File: config.mk
export PLATFORM = sky130hd
export DESIGN_NAME = phase_error_counter
export DESIGN_NICKNAME = d
export VERILOG_FILES = /design/src/rtl/adpll_pkg.sv /design/src/rtl/sat_accum.sv /design/src/rtl/phase_error_counter.sv
export SDC_FILE = /design/constraint.sdc
export NUM_CORES = 1
export LEC_CHECK = 0
export ABC_AREA = 1
export CORE_MARGIN = 1
export CORE_UTILIZATION = 62
export DETAILED_ROUTE_END_ITERATION = 8
export PLACE_DENSITY = 0.86
export SLEW_MARGIN = 20
export SYNTH_ARGS = -nofsm -noshare
export SYNTH_HDL_FRONTEND = slang
export SYNTH_SLANG_ARGS = --single-unit
File: constraint.sdc
create_clock -name fpga_clk_i -period 2.75 [get_ports fpga_clk_i]
set_input_delay 0.55 -clock fpga_clk_i [delete_from_list [all_inputs] [get_ports fpga_clk_i]]
set_output_delay 0.55 -clock fpga_clk_i [all_outputs]
set_load 0.05 [all_outputs]
File: src/rtl/adpll_pkg.sv
// adpll_pkg
// Shared types and constants for the ADPLL loop blocks.
//   state_t  : handshake state of the phase error counter (COUNT / HOLD)
//   count_t  : signed loop count at the default loop width
//   sat_max  : largest two's complement value representable in `width` bits
//   sat_min  : smallest two's complement value representable in `width` bits
package adpll_pkg;

  typedef enum logic {
    COUNT = 1'b0,
    HOLD  = 1'b1
  } state_t;

  localparam int DEFAULT_WIDTH = 20;

  typedef logic signed [DEFAULT_WIDTH-1:0] count_t;

  function automatic longint sat_max(input int width);
    return (64'sd1 <<< (width - 1)) - 64'sd1;
  endfunction

  function automatic longint sat_min(input int width);
    return -(64'sd1 <<< (width - 1));
  endfunction

endpackage

File: src/rtl/sat_accum.sv
// sat_accum
// Combinational signed saturating add of a -1/0/+1 step to an accumulator.
//   acc   : current accumulator value (two's complement, WIDTH bits)
//   delta : step, signed 2-bit (-1, 0 or +1)
//   sum   : acc + delta, clamped to the WIDTH-bit signed range
//   clamp : high when the true sum fell outside the range and was clamped
module sat_accum
  import adpll_pkg::*;
#(
  parameter int WIDTH = 20
) (
  input  logic signed [WIDTH-1:0] acc,
  input  logic signed [1:0]       delta,
  output logic signed [WIDTH-1:0] sum,
  output logic                    clamp
);

  localparam logic signed [WIDTH-1:0] MAX_V = WIDTH'(sat_max(WIDTH));
  localparam logic signed [WIDTH-1:0] MIN_V = WIDTH'(sat_min(WIDTH));

  logic [WIDTH:0] wide_sum;

  always_comb begin
    // One guard bit is enough for a unit step: overflow shows up as the
    // guard bit disagreeing with the result's sign bit.
    wide_sum = {acc[WIDTH-1], acc} + {{(WIDTH-1){delta[1]}}, delta};
    clamp    = wide_sum[WIDTH] ^ wide_sum[WIDTH-1];
    if (clamp) begin
      sum = wide_sum[WIDTH] ? MIN_V : MAX_V;
    end else begin
      sum = wide_sum[WIDTH-1:0];
    end
  end

endmodule

File: src/rtl/phase_error_counter.sv
// phase_error_counter
// Accumulates up/down detector strobes over a fixed window, freezes the count
// at window end and hands it to the save stage with a trigger/cleared
// handshake. Events arriving while waiting for the clear go to a shadow
// accumulator that seeds the next window.
//   fpga_clk_i        : clock, rising edge
//   reset_i           : asynchronous active-high reset
//   up_i / dn_i       : +1 / -1 event strobes
//   counter_cleared_i : save stage has captured the value (pulse)
//   counter_val_o     : registered signed count
//   trigger_o         : one-cycle pulse, value is frozen and must be saved
//   busy_o            : waiting for the clear (HOLD)
//   overrun_o         : sticky, a window ended while still in HOLD
//   sat_o             : sticky, counter or shadow clamped
module phase_error_counter
  import adpll_pkg::*;
#(
  parameter int WIDTH  = 20,
  parameter int WINDOW = 8
) (
  input  logic                    fpga_clk_i,
  input  logic                    reset_i,
  input  logic                    up_i,
  input  logic                    dn_i,
  input  logic                    counter_cleared_i,
  output logic signed [WIDTH-1:0] counter_val_o,
  output logic                    trigger_o,
  output logic                    busy_o,
  output logic                    overrun_o,
  output logic                    sat_o
);

  localparam int WCNT_W = (WINDOW > 1) ? $clog2(WINDOW) : 1;
  localparam logic [WCNT_W-1:0] WCNT_LAST = WCNT_W'(WINDOW - 1);

  state_t                  state_reg,   state_next;
  logic signed [WIDTH-1:0] counter_reg, counter_next;
  logic signed [WIDTH-1:0] shadow_reg,  shadow_next;
  logic [WCNT_W-1:0]       wcnt_reg,    wcnt_next;
  logic                    trigger_reg, trigger_next;
  logic                    overrun_reg, overrun_next;
  logic                    sat_reg,     sat_next;

  logic signed [1:0]       delta;
  logic                    window_end;
  logic signed [WIDTH-1:0] cnt_sum, sh_sum;
  logic                    cnt_clamp, sh_clamp;

  // Simultaneous strobes cancel.
  always_comb begin
    delta = 2'sb00;
    if (up_i && !dn_i) begin
      delta = 2'sb01;
    end else if (dn_i && !up_i) begin
      delta = 2'sb11;
    end
  end

  assign window_end = (wcnt_reg == WCNT_LAST);

  sat_accum #(.WIDTH(WIDTH)) u_counter_acc (
    .acc   (counter_reg),
    .delta (delta),
    .sum   (cnt_sum),
    .clamp (cnt_clamp)
  );

  sat_accum #(.WIDTH(WIDTH)) u_shadow_acc (
    .acc   (shadow_reg),
    .delta (delta),
    .sum   (sh_sum),
    .clamp (sh_clamp)
  );

  // State register (all sequential state of the block).
  always_ff @(posedge fpga_clk_i or posedge reset_i) begin
    if (reset_i) begin
      state_reg   <= COUNT;
      counter_reg <= '0;
      shadow_reg  <= '0;
      wcnt_reg    <= '0;
      trigger_reg <= 1'b0;
      overrun_reg <= 1'b0;
      sat_reg     <= 1'b0;
    end else begin
      state_reg   <= state_next;
      counter_reg <= counter_next;
      shadow_reg  <= shadow_next;
      wcnt_reg    <= wcnt_next;
      trigger_reg <= trigger_next;
      overrun_reg <= overrun_next;
      sat_reg     <= sat_next;
    end
  end

  // Next-state and datapath logic.
  always_comb begin
    state_next   = state_reg;
    counter_next = counter_reg;
    shadow_next  = shadow_reg;
    trigger_next = 1'b0;
    overrun_next = overrun_reg;
    sat_next     = sat_reg;

    // The window timer free-runs regardless of the handshake so the trigger
    // cadence stays locked to the window even after an overrun.
    wcnt_next = window_end ? '0 : wcnt_reg + 1'b1;

    case (state_reg)
      COUNT: begin
        counter_next = cnt_sum;
        sat_next     = sat_reg | cnt_clamp;
        if (window_end) begin
          state_next   = HOLD;
          trigger_next = 1'b1;
        end
      end
      HOLD: begin
        sat_next = sat_reg | sh_clamp;
        if (window_end) begin
          overrun_next = 1'b1;
        end
        if (counter_cleared_i) begin
          // The new window starts from everything seen during the handshake,
          // including this cycle's event.
          counter_next = sh_sum;
          shadow_next  = '0;
          state_next   = COUNT;
        end else begin
          shadow_next = sh_sum;
        end
      end
      default: begin
        state_next = COUNT;
      end
    endcase
  end

  // Outputs.
  always_comb begin
    counter_val_o = counter_reg;
    trigger_o     = trigger_reg;
    busy_o        = (state_reg == HOLD);
    overrun_o     = overrun_reg;
    sat_o         = sat_reg;
  end

endmodule

==> impl_metrics.ini, run 1 <==
[status]
first-error = [ERROR DPL-0038] Utilization greater than 100%, impossible to legalize
status = aborted with a tool error
lastStage = global routing

[placement]
place_inst = 1196
post_dp_cell_area_mm2 = 0.006709
io_buffers = 28
gp_congestion = 0.9561
dp_hpwl_mm = 12.94

[synthesis]
mappedNetlistArea_mm2 = 0.005241
synth_seq_cells = 47
synth_ff_type = dfrtp_1
postSynthCellCount = 939
netlist_top_cells_count = nand2_1 (416), inv_1 (124), nand3_1 (76)
synthTopCellsByArea = nand2_1 (30%), dfrtp_1 (22%), inv_1 (8.9%)
yosysMostFrequentCell = nand2_1
syn_area_per_cell_um2 = 5.582
synth_seq_area_share_pct = 22.44
synth_top_area_share_pct = 29.79
ys_types = 35
synthArstFlopShare_pct = 100.0
synth-edff-count = 0
yosysTopAreaCell = nand2_1
ys_warn_count = 0
synth_fp_nets = 953

[sta]
worst_endpoint_kind = register data pin
crit_endpoint = counter_val_o[9]$_DFFE_PP0P_/D

[clocking]
cts-root-buf = clkbuf_8
cts.sink_count = 47
htree_levels = 2
hold_buffers = 0
clockBufferDepth = 2
cts-buffers-inserted = 5

[floorplan]
ios = 29
chipHeight_um = 93.95
rows = 33
die_w_um = 93.95
start_util_pct = 63.79

[grt]
grt_max_degree = 41
==> what timing repair did <==
action                                  CTS
resized for setup                        68
endpoints found under the setup margin   41
pin swaps                                12
setup buffers                            19
gates cloned                             10
==> metrics by stage <==
stage / hold slack (ns) / setup WS, ns
after detailed placement: 0.4357 / -0.6051
after CTS: 0.4468 / 0.01349
after floorplan: 0.4031 / 0.003682
after global placement: 0.4172 / -0.5209
==> kinds of logic after synthesis <==
| family | Yosys count | share of synthesized area, % |
|---|---|---|
| xor+xnor | 28 | 4.822 |
| fa+ha+maj | 9 | 2.149 |
| compound gates | 82 | 8.785 |
| flops | 47 | 22.44 |
| simple gates | 613 | 48.39 |
| buf+inv | 160 | 13.42 |
==> run 2, diff against run 1 <==
Settings changed: CORE_UTILIZATION 62 to 40, PLACE_DENSITY 0.86 to not set, PLACE_DENSITY_LB_ADDON set to 0.15.
==> run 2 against run 1 <==
  * The flow now finishes without violations
  * Synthesized cell count unchanged
  * Synthesized area unchanged
==> impl_metrics.ini, run 2 <==
[sta]
fin_crit_sh_pct = 96.30
tightest_slew_ns = 0.7108
fin_crit_ns = 2.648
setup_viol = 0
hold_violations = 0
fmax_ghz = 0.3776
fin_hold_ws_ns = 0.4366
max_slew_margin_pct = 52.32
clock_skew_ns = 0.007167
slew_viol_final = 0

[grt]
grt_max_degree = 48
use_met1_pct = 40.35
grt_pass1_vias = 5783
grt.busiest_layer = met2
grt.met2_usage_pct = 45.84
use_met3_pct = 4.152
grt_first_pass_wirelength_mm = 29.53
antenna_found_initial = 0
overflow = 0
track_usage_pct = 28.45

[clocking]
cts.clk_slew.worst_paths_ns = 0.06
clock_latency_ns = 0.29
hold_buffers = 0
cts-root-buf = clkbuf_16
cts_tree = built
clockBufferDepth = 2
htree_levels = 2
cts.sink_count = 47
cts-buffers-inserted = 5

[finish]
syn2layout_area_growth_pct = 59.13
drive_above_1_share_pct = 35.66
design_area_mm2 = 0.008341
antennaDiodeCount = 0
final_common_cell = nand2_1
mostFrequentLayoutCells = nand2_1 (329), buf_4 (170), inv_1 (112)
n_fill_cell = 1184
nets = 1160

[synthesis]
synthArstFlopShare_pct = 100.0
syn_area_per_cell_um2 = 5.582
yosysTopAreaCell = nand2_1
synth_ff_type = dfrtp_1
synthTopCellsByArea = nand2_1 (30%), dfrtp_1 (22%), inv_1 (8.9%)
synth-edff-count = 0
synth_seq_area_share_pct = 22.44
synth_top_area_share_pct = 29.79
ys_warn_count = 0
mappedNetlistArea_mm2 = 0.005241
postSynthCellCount = 939
synth_seq_cells = 47
synth_fp_nets = 953
netlist_top_cells_count = nand2_1 (416), inv_1 (124), nand3_1 (76)
yosysMostFrequentCell = nand2_1
ys_types = 35

[worst_hold_path]
hold_path_end = wcnt_reg[0]$_DFF_PP0_
min_from = wcnt_reg[0]$_DFF_PP0_
holdCritPathClass = register to register
min_path_cells = 1

[placement]
post_dp_cell_area_mm2 = 0.006885
gp_congestion = 0.9300
io_buffers = 28
dp_hpwl_mm = 13.42

[floorplan]
core-area_mm2 = 0.01272
ios = 29
fp.dieArea_mm2 = 0.01357
start_util_pct = 41.20
chipHeight_um = 116.5
rows = 41
die_w_um = 116.5

[pwr]
p_int_mw = 3.112
sw_frac_of_total_pct = 49.55
power.switching_mw = 3.057
clock_power_share_pct = 11.5
p_leak_nw = 4.550
powerDensity_mw_per_mm2 = 739.6
p_seq_share_pct = 19.3
vdd_drop_max_mv = 0.4436
pwr-share-comb_pct = 69.2

[worst_setup_path]
cp-start-kind = input port
worstSetupPathType = input port to register
reg2reg_depth = 16
cp-end-kind = register
cp.arrival_ns = 2.80
rr_startpoint = shadow_reg[11]$_DFFE_PP0P_
cp_data_required_time_ns = 2.90
crit_path_max_fanout = 11
r2r_slack_ns = 0.49
r2r-end = counter_val_o[19]$_DFFE_PP0P_

[detailed_routing]
vias_per_cell = 4.963
vias = 6546
first_pass_iters = 7
drtIter0Drc = 600
wl_mm = 19.87
drc_errors = 0
ant_nets = 0
avgRoutedWirePerCell_um = 15.06

[run]
cap_violations = 0

[status]
status = completed
[run 2: cell counts after synthesis]
No cell type changed its count.
[run 2: kinds of logic (layout without fill, tap and decap cells)]
| kind of cell | Yosys count | count (layout) | synth area share (%) |
|---|---|---|---|
| adders and majority gates | 9 | 9 | 2.149 |
| and+or+nand+nor | 613 | 619 | 48.39 |
| xor gates and xnor gates | 28 | 28 | 4.822 |
| AOI/OAI and AO/OA | 82 | 82 | 8.785 |
| buffers and inverters | 160 | 362 | 13.42 |
| DFF | 47 | 47 | 22.44 |
[run 2: critical path, stage by stage]
cell      delay, ns
clkbuf_2       0.09
inv_2          0.04
ha_4           0.22
buf_12         0.14
buf_16         0.14
nand2_1        0.12
inv_2          0.07
nor2_4         0.14
nand2_2        0.08
nor2_2         0.12
nand2_1        0.07
nand2_1        0.10
nand2_2        0.07
nand4_1        0.11
buf_4          0.15
nand2_8        0.11
buf_4          0.16
buf_4          0.13
inv_2          0.05
o221ai_1       0.10
[run 2: cell type report]
| class | instances | area [um2] | share of cell area, % |
|---|---|---|---|
| clock buffer | 6 | 138.9 | 1.665 |
| clock inverter | 2 | 35.03 | 0.4200 |
| inverter | 132 | 513.0 | 6.151 |
| multi-input combinational | 738 | 4272 | 51.22 |
| sequential | 47 | 1176 | 14.10 |
| tap | 172 | 215.2 | 2.580 |
| timing repair buffer | 220 | 1976 | 23.69 |
| timing repair inverter | 2 | 15.01 | 0.1800 |
[run 2: stage by stage]
stage | util, % | worst slack [ns] | TNS (ns) | total power [mW] | instances
after floorplan | - | 0.003682 | 0 | 3.166 | 939
after global placement | 54.12 | -0.5951 | -21.32 | 4.595 | 1277
after detailed placement | 54.12 | -0.6482 | -23.80 | 4.608 | 1277
after CTS | 60.36 | -0.02640 | -0.2472 | 5.668 | 1307
after global routing | 65.56 | -0.04395 | -0.6454 | 6.575 | 1319
final | 65.56 | 0.1017 | 0 | 6.169 | 1319
[run 2: routing by layer]
layer / up-vias / wire (um)
met5: - / 0
met4: 0 / 391
met3: 27 / 1040
met2: 192 / 9338
met1: 2999 / 9095
li1: 3328 / -
[run 2: timing repair]
action | in CTS | in global routing
gates cloned | 11 | 4
pin swaps | 21 | 61
setup endpoints to repair | 40 | 41
buffers inserted | 11 | 10
resized for setup | 89 | 165
[run 2: power by group through the flow]
| stage | Clock (mW) | Sequential [mW] | Combinational, mW |
|---|---|---|---|
| 6_report | 0.711 | 1.19 | 4.27 |
| 5_1_grt | 0.746 | 1.21 | 4.62 |
| 4_1_cts | 0.713 | 1.17 | 3.78 |
| 3_5_place_dp | 0 | 1.18 | 3.43 |
| 3_3_place_gp | 0 | 1.18 | 3.41 |
| 2_1_floorplan | 0 | 1.48 | 1.68 |
[run 2: worst max path at each step]
stage / startpoint / to / slack (ns) / depth (start not counted)
3_3_place_gp: dn_i / counter_val_o[17]$_DFFE_PP0P_ / -0.60 / 18
2_1_floorplan: up_i / counter_val_o[5]$_DFFE_PP0P_ / 0.004 / 23
4_1_cts: up_i / counter_val_o[1]$_DFFE_PP0P_ / -0.03 / 20
6_report: up_i / counter_val_o[19]$_DFFE_PP0P_ / 0.10 / 20
5_1_grt: up_i / shadow_reg[11]$_DFFE_PP0P_ / -0.04 / 20
3_5_place_dp: dn_i / counter_val_o[7]$_DFFE_PP0P_ / -0.65 / 17
Note: power is estimated with default switching activity, not from simulation.
==> run 3, diff against run 2 <==
Clock period 2.75 ns to 2.56 ns, I/O delays scaled along.
==> run 3 against run 2 <==
  * Highest routed layer unchanged
  * Sequential cell count unchanged
  * Sequential power up 8%
  * Hold slack better by 0.0023 ns
  * Register-to-register slack worse by 0.20 ns
  * Critical endpoint is now counter_val_o[14]$_DFFE_PP0P_
  * Clock skew down 0.0023 ns
  * Global-route usage down 1.5 points
  * Largest power group unchanged
  * Design area down 2.3%
  * Die area unchanged
  * First-iteration DRC count down 29%
  * Power up 1.9%
  * Combinational power up 2%
==> impl_metrics.ini, run 3 (same netlist as run 2, synthesis figures left out) <==
[status]
status = completed

[pwr]
p_leak_nw = 4.543
report.power.total_mw = 6.284
vdd_drop_max_mv = 0.5119
powerDensity_mw_per_mm2 = 770.7

[sta]
setup_viol = 0
slew_viol_final = 0
tightest_slew_ns = 0.6705
rsz0062_at_grt = true
max_slew_margin_pct = 55.24
fin_crit_sh_pct = 97.89
finalSetupTns_ns = 0
clock_skew_ns = 0.004906
setup_slack_ns = 0.05412
hold_violations = 0
fmax_ghz = 0.3991
fin_crit_ns = 2.506

[floorplan]
fp.dieArea_mm2 = 0.01357
die_w_um = 116.5
rows = 41
start_util_pct = 41.20
core-area_mm2 = 0.01272
ios = 29
chipHeight_um = 116.5

[placement]
dp_hpwl_mm = 13.85
place_inst = 1291
io_buffers = 28
dpl_worst_slack_ns = -0.8244
gp_congestion = 0.9219

[grt]
use_met3_pct = 3.477
grt_pass1_vias = 5658
antenna_found_initial = 0
use_met1_pct = 39.12
grt_max_degree = 32
track_usage_pct = 27.00
overflow = 0
grt_first_pass_wirelength_mm = 28.04
grt.busiest_layer = met2
grt.met2_usage_pct = 43.23

[detailed_routing]
drc_errors = 0
drtIter0Drc = 424
vias_per_cell = 4.958
ant_nets = 0
vias = 6564
first_pass_iters = 7
wl_mm = 19.10
avgRoutedWirePerCell_um = 14.42

[clocking]
cts_tree = built
cts.sink_count = 47
cts.clk_slew.worst_paths_ns = 0.06
clock_latency_ns = 0.29
cts-buffers-inserted = 5
hold_buffers = 0
htree_levels = 2
cts-root-buf = clkbuf_16
clockBufferDepth = 2

[finish]
layout.cells.non_filler = 1324
drive_above_1_share_pct = 34.46
final_common_cell = nand2_1
syn2layout_area_growth_pct = 55.55
antennaDiodeCount = 0
nets = 1166
n_fill_cell = 1251
mostFrequentLayoutCells = nand2_1 (346), buf_4 (182), inv_1 (113)

[worst_setup_path]
cp.arrival_ns = 2.67
cp_data_required_time_ns = 2.72
crit_start = dn_i
rr_startpoint = counter_val_o[1]$_DFFE_PP0P_
endpoint = counter_val_o[14]$_DFFE_PP0P_
r2r_slack_ns = 0.29
r2r-end = counter_val_o[2]$_DFFE_PP0P_
reg2reg_depth = 17
cp-start-kind = input port
cp-end-kind = register
worstSetupPathType = input port to register
crit_path_max_fanout = 8

[run]
cap_violations = 0

[worst_hold_path]
holdCritPathClass = register to register
[run 3: cell count changes in the layout (fill, tap and decap cells not counted), sizes merged]
cell,previous run,this run
buf,191,203
nand2,430,427
nand3,80,77
clkbuf,9,11
inv,132,130
bufinv,1,0
[run 3: repair_timing]
item / in CTS / in global routing
endpoints found under the setup margin: 41 / 41
gates resized for setup: 62 / 141
gates cloned: 2 / 5
setup buffers: 12 / 7
pin swaps: 20 / 52
[run 3: power by group]
part | leakage [nW] | internal, mW | switching, mW
Clock | 0.0727 | 0.382 | 0.271
Combinational | 3.89 | 1.87 | 2.48
Sequential | 0.584 | 0.944 | 0.334
Total | 4.54 | 3.20 | 3.08
[run 3: final cells by class]
type,count,area (um2),area share [%]
clock buffer,6,138.9,1.703
clock inverter,1,5.005,0.06139
inverter,132,523.0,6.415
multi-input combinational,732,3974,48.74
sequential,47,1176,14.43
tap,172,215.2,2.640
timing repair buffer,234,2121,26.01
[run 3: worst max-delay path, cell delays in order]
cell and delay (ns):
buf_4 0.12, ha_4 0.16, buf_12 0.16, inv_8 0.08, nand2_1 0.05, nand2_1 0.05, inv_1 0.06, ha_1 0.23
a21oi_4 0.19, o21ai_4 0.09, nand3_2 0.10, nand4_1 0.15, nand2_2 0.13, nand2_4 0.11, clkbuf_16 0.19, nand2_2 0.05
nand2_1 0.06, nand2_1 0.08, nand3_1 0.09
[run 3: per-layer routing]
metal,part of all wire [%],vias up
li1,-,3324
met1,47,3066
met2,47,153
met3,4.4,21
met4,1.4,0
met5,0,-
[run 3: worst min-delay path by stage]
stage | startpoint | endpoint | slack, ns | cells after the start
after floorplan | wcnt_reg[0]$_DFF_PP0_ | wcnt_reg[0]$_DFF_PP0_ | 0.40 | 1
after global placement | wcnt_reg[0]$_DFF_PP0_ | wcnt_reg[0]$_DFF_PP0_ | 0.42 | 1
after detailed placement | wcnt_reg[0]$_DFF_PP0_ | wcnt_reg[0]$_DFF_PP0_ | 0.43 | 1
after CTS | wcnt_reg[0]$_DFF_PP0_ | wcnt_reg[0]$_DFF_PP0_ | 0.44 | 1
after global routing | wcnt_reg[0]$_DFF_PP0_ | wcnt_reg[0]$_DFF_PP0_ | 0.45 | 1
final | wcnt_reg[0]$_DFF_PP0_ | wcnt_reg[0]$_DFF_PP0_ | 0.44 | 1
[run 3: per-stage QoR]
step / area [um2] / hold WS [ns] / util, %
2_1_floorplan: 5328 / 0.4031 / -
3_3_place_gp: 7068 / 0.4228 / 55.56
3_5_place_dp: 7068 / 0.4302 / 55.56
4_1_cts: 7533 / 0.4392 / 59.22
5_1_grt: 8153 / 0.4530 / 64.08
6_report: 8153 / 0.4389 / 64.08
==> run 4, diff against run 3 <==
Settings changed: SLEW_MARGIN 20 to 40.
==> results of run 4 <==
No change in the layout: final DEF, timing and power equal those of run 3.
==> variant: new RTL, flow settings as in run 2 <==
The parameter `WINDOW` goes from 8 to 16.
--- a/src/rtl/phase_error_counter.sv
+++ b/src/rtl/phase_error_counter.sv
@@ -17,5 +17,5 @@
 #(
   parameter int WIDTH  = 20,
-  parameter int WINDOW = 8
+  parameter int WINDOW = 16
 ) (
   input  logic                    fpga_clk_i,
Formal check against the unedited RTL: not equivalent (a bounded check fails within 10 cycles, from zero or initial values and one cycle with reset_i high).
==> variant against run 2 <==
- design area shrank 5.4%
- wire length shrank 2.6%
- total power shrank 0.28%
- sequential cell count grew 1
- clock power shrank 12%
- worst setup slack gained 0.051 ns
- clock skew shrank 0.0024 ns
- synthesized area grew 0.14%
==> variant: results (changes against run 2) <==
status=finished clean; routed vias=6510 (-0.55%); compound-gate portion of the synthesized area=0.0832 (-0.00465); Post-Synth XOR/XNOR Area=0.0608 (+0.0126); placed inst area=0.00694 mm2 (+0.76%); Endpoint, Worst Hold=overrun_o; Worst Tran Pin Value=0.569 ns (-0.142 ns); first-pass GRT wire length=30.6 mm (+3.6%); DRT iter0 DRCs=645 (+7.5%); Critical Path Max Stage Delay=0.27 ns (+0.05 ns); Top delay family on crit path=simple AND/OR/NAND/NOR gates; reg-to-reg endpoint=counter_val_o[4]; DR WL/cell=14.9 um (-1.3%); GRT Total Usage=0.293 (+0.00805); Syn Area/Cell=5.66 um2 (+1.4%); Setup WS pre-CTS=-0.686 ns (-0.0377 ns); slowest stage cell, crit path=bufbuf_16; Distinct cells, synth=41 (+17%); setup slack, reg-to-reg=0.43 ns (-0.06 ns); vias in the first global route=5965 (+3.1%); top post-synthesis cells by area=nand2_1 30%, dfrtp_1 23%, inv_1 7.0%; Pre-antenna DRT Iters=6 (-1); Gates resized, CTS repair=82 (-7.9%); Max VDD drop=0.544 mV (+23%); sequential area share after synthesis=0.229 (+0.00445); hold_ws=0.483 ns (+0.0460 ns); layout net count=1142 (-1.6%); clk_skew=0.00477 ns (-0.00239 ns); hold path start=overrun_o; # placed instances=1271 (-0.47%)
## variant: cell types whose count changed after synthesis, moves of 4 or more
cell / change
nand2_2: -6
nand2_4: +4
nor2_1: +22
o21ai_0: -10
inv_1: -26
nand3_1: -14
nand2_1: +7
## variant: layer usage
metal	wire (um)	vias to the layer above	track usage
met3	998	22	0.0405
met4	274	0	0.0489
met1	9230	3021	0.430
met5	0	-	0
met2	8840	176	0.461
li1	-	3291	-
## variant: layout make-up
cell class                 instances  area, um2
multi-input combinational        752       4040
sequential                        48       1200
clock inverter                     2       10.0
tap                              172        215
inverter                         103        389
clock buffer                       6        139
fill                            1270       4840
timing repair buffer             219       1890
## variant: power by group
group,internal (mW),leakage (nW),total (mW),switching [mW]
logic,1.78,3.65,4.30,2.52
clock network,0.359,0.0766,0.628,0.269
registers,0.908,0.600,1.22,0.315
total,3.04,4.32,6.15,3.11
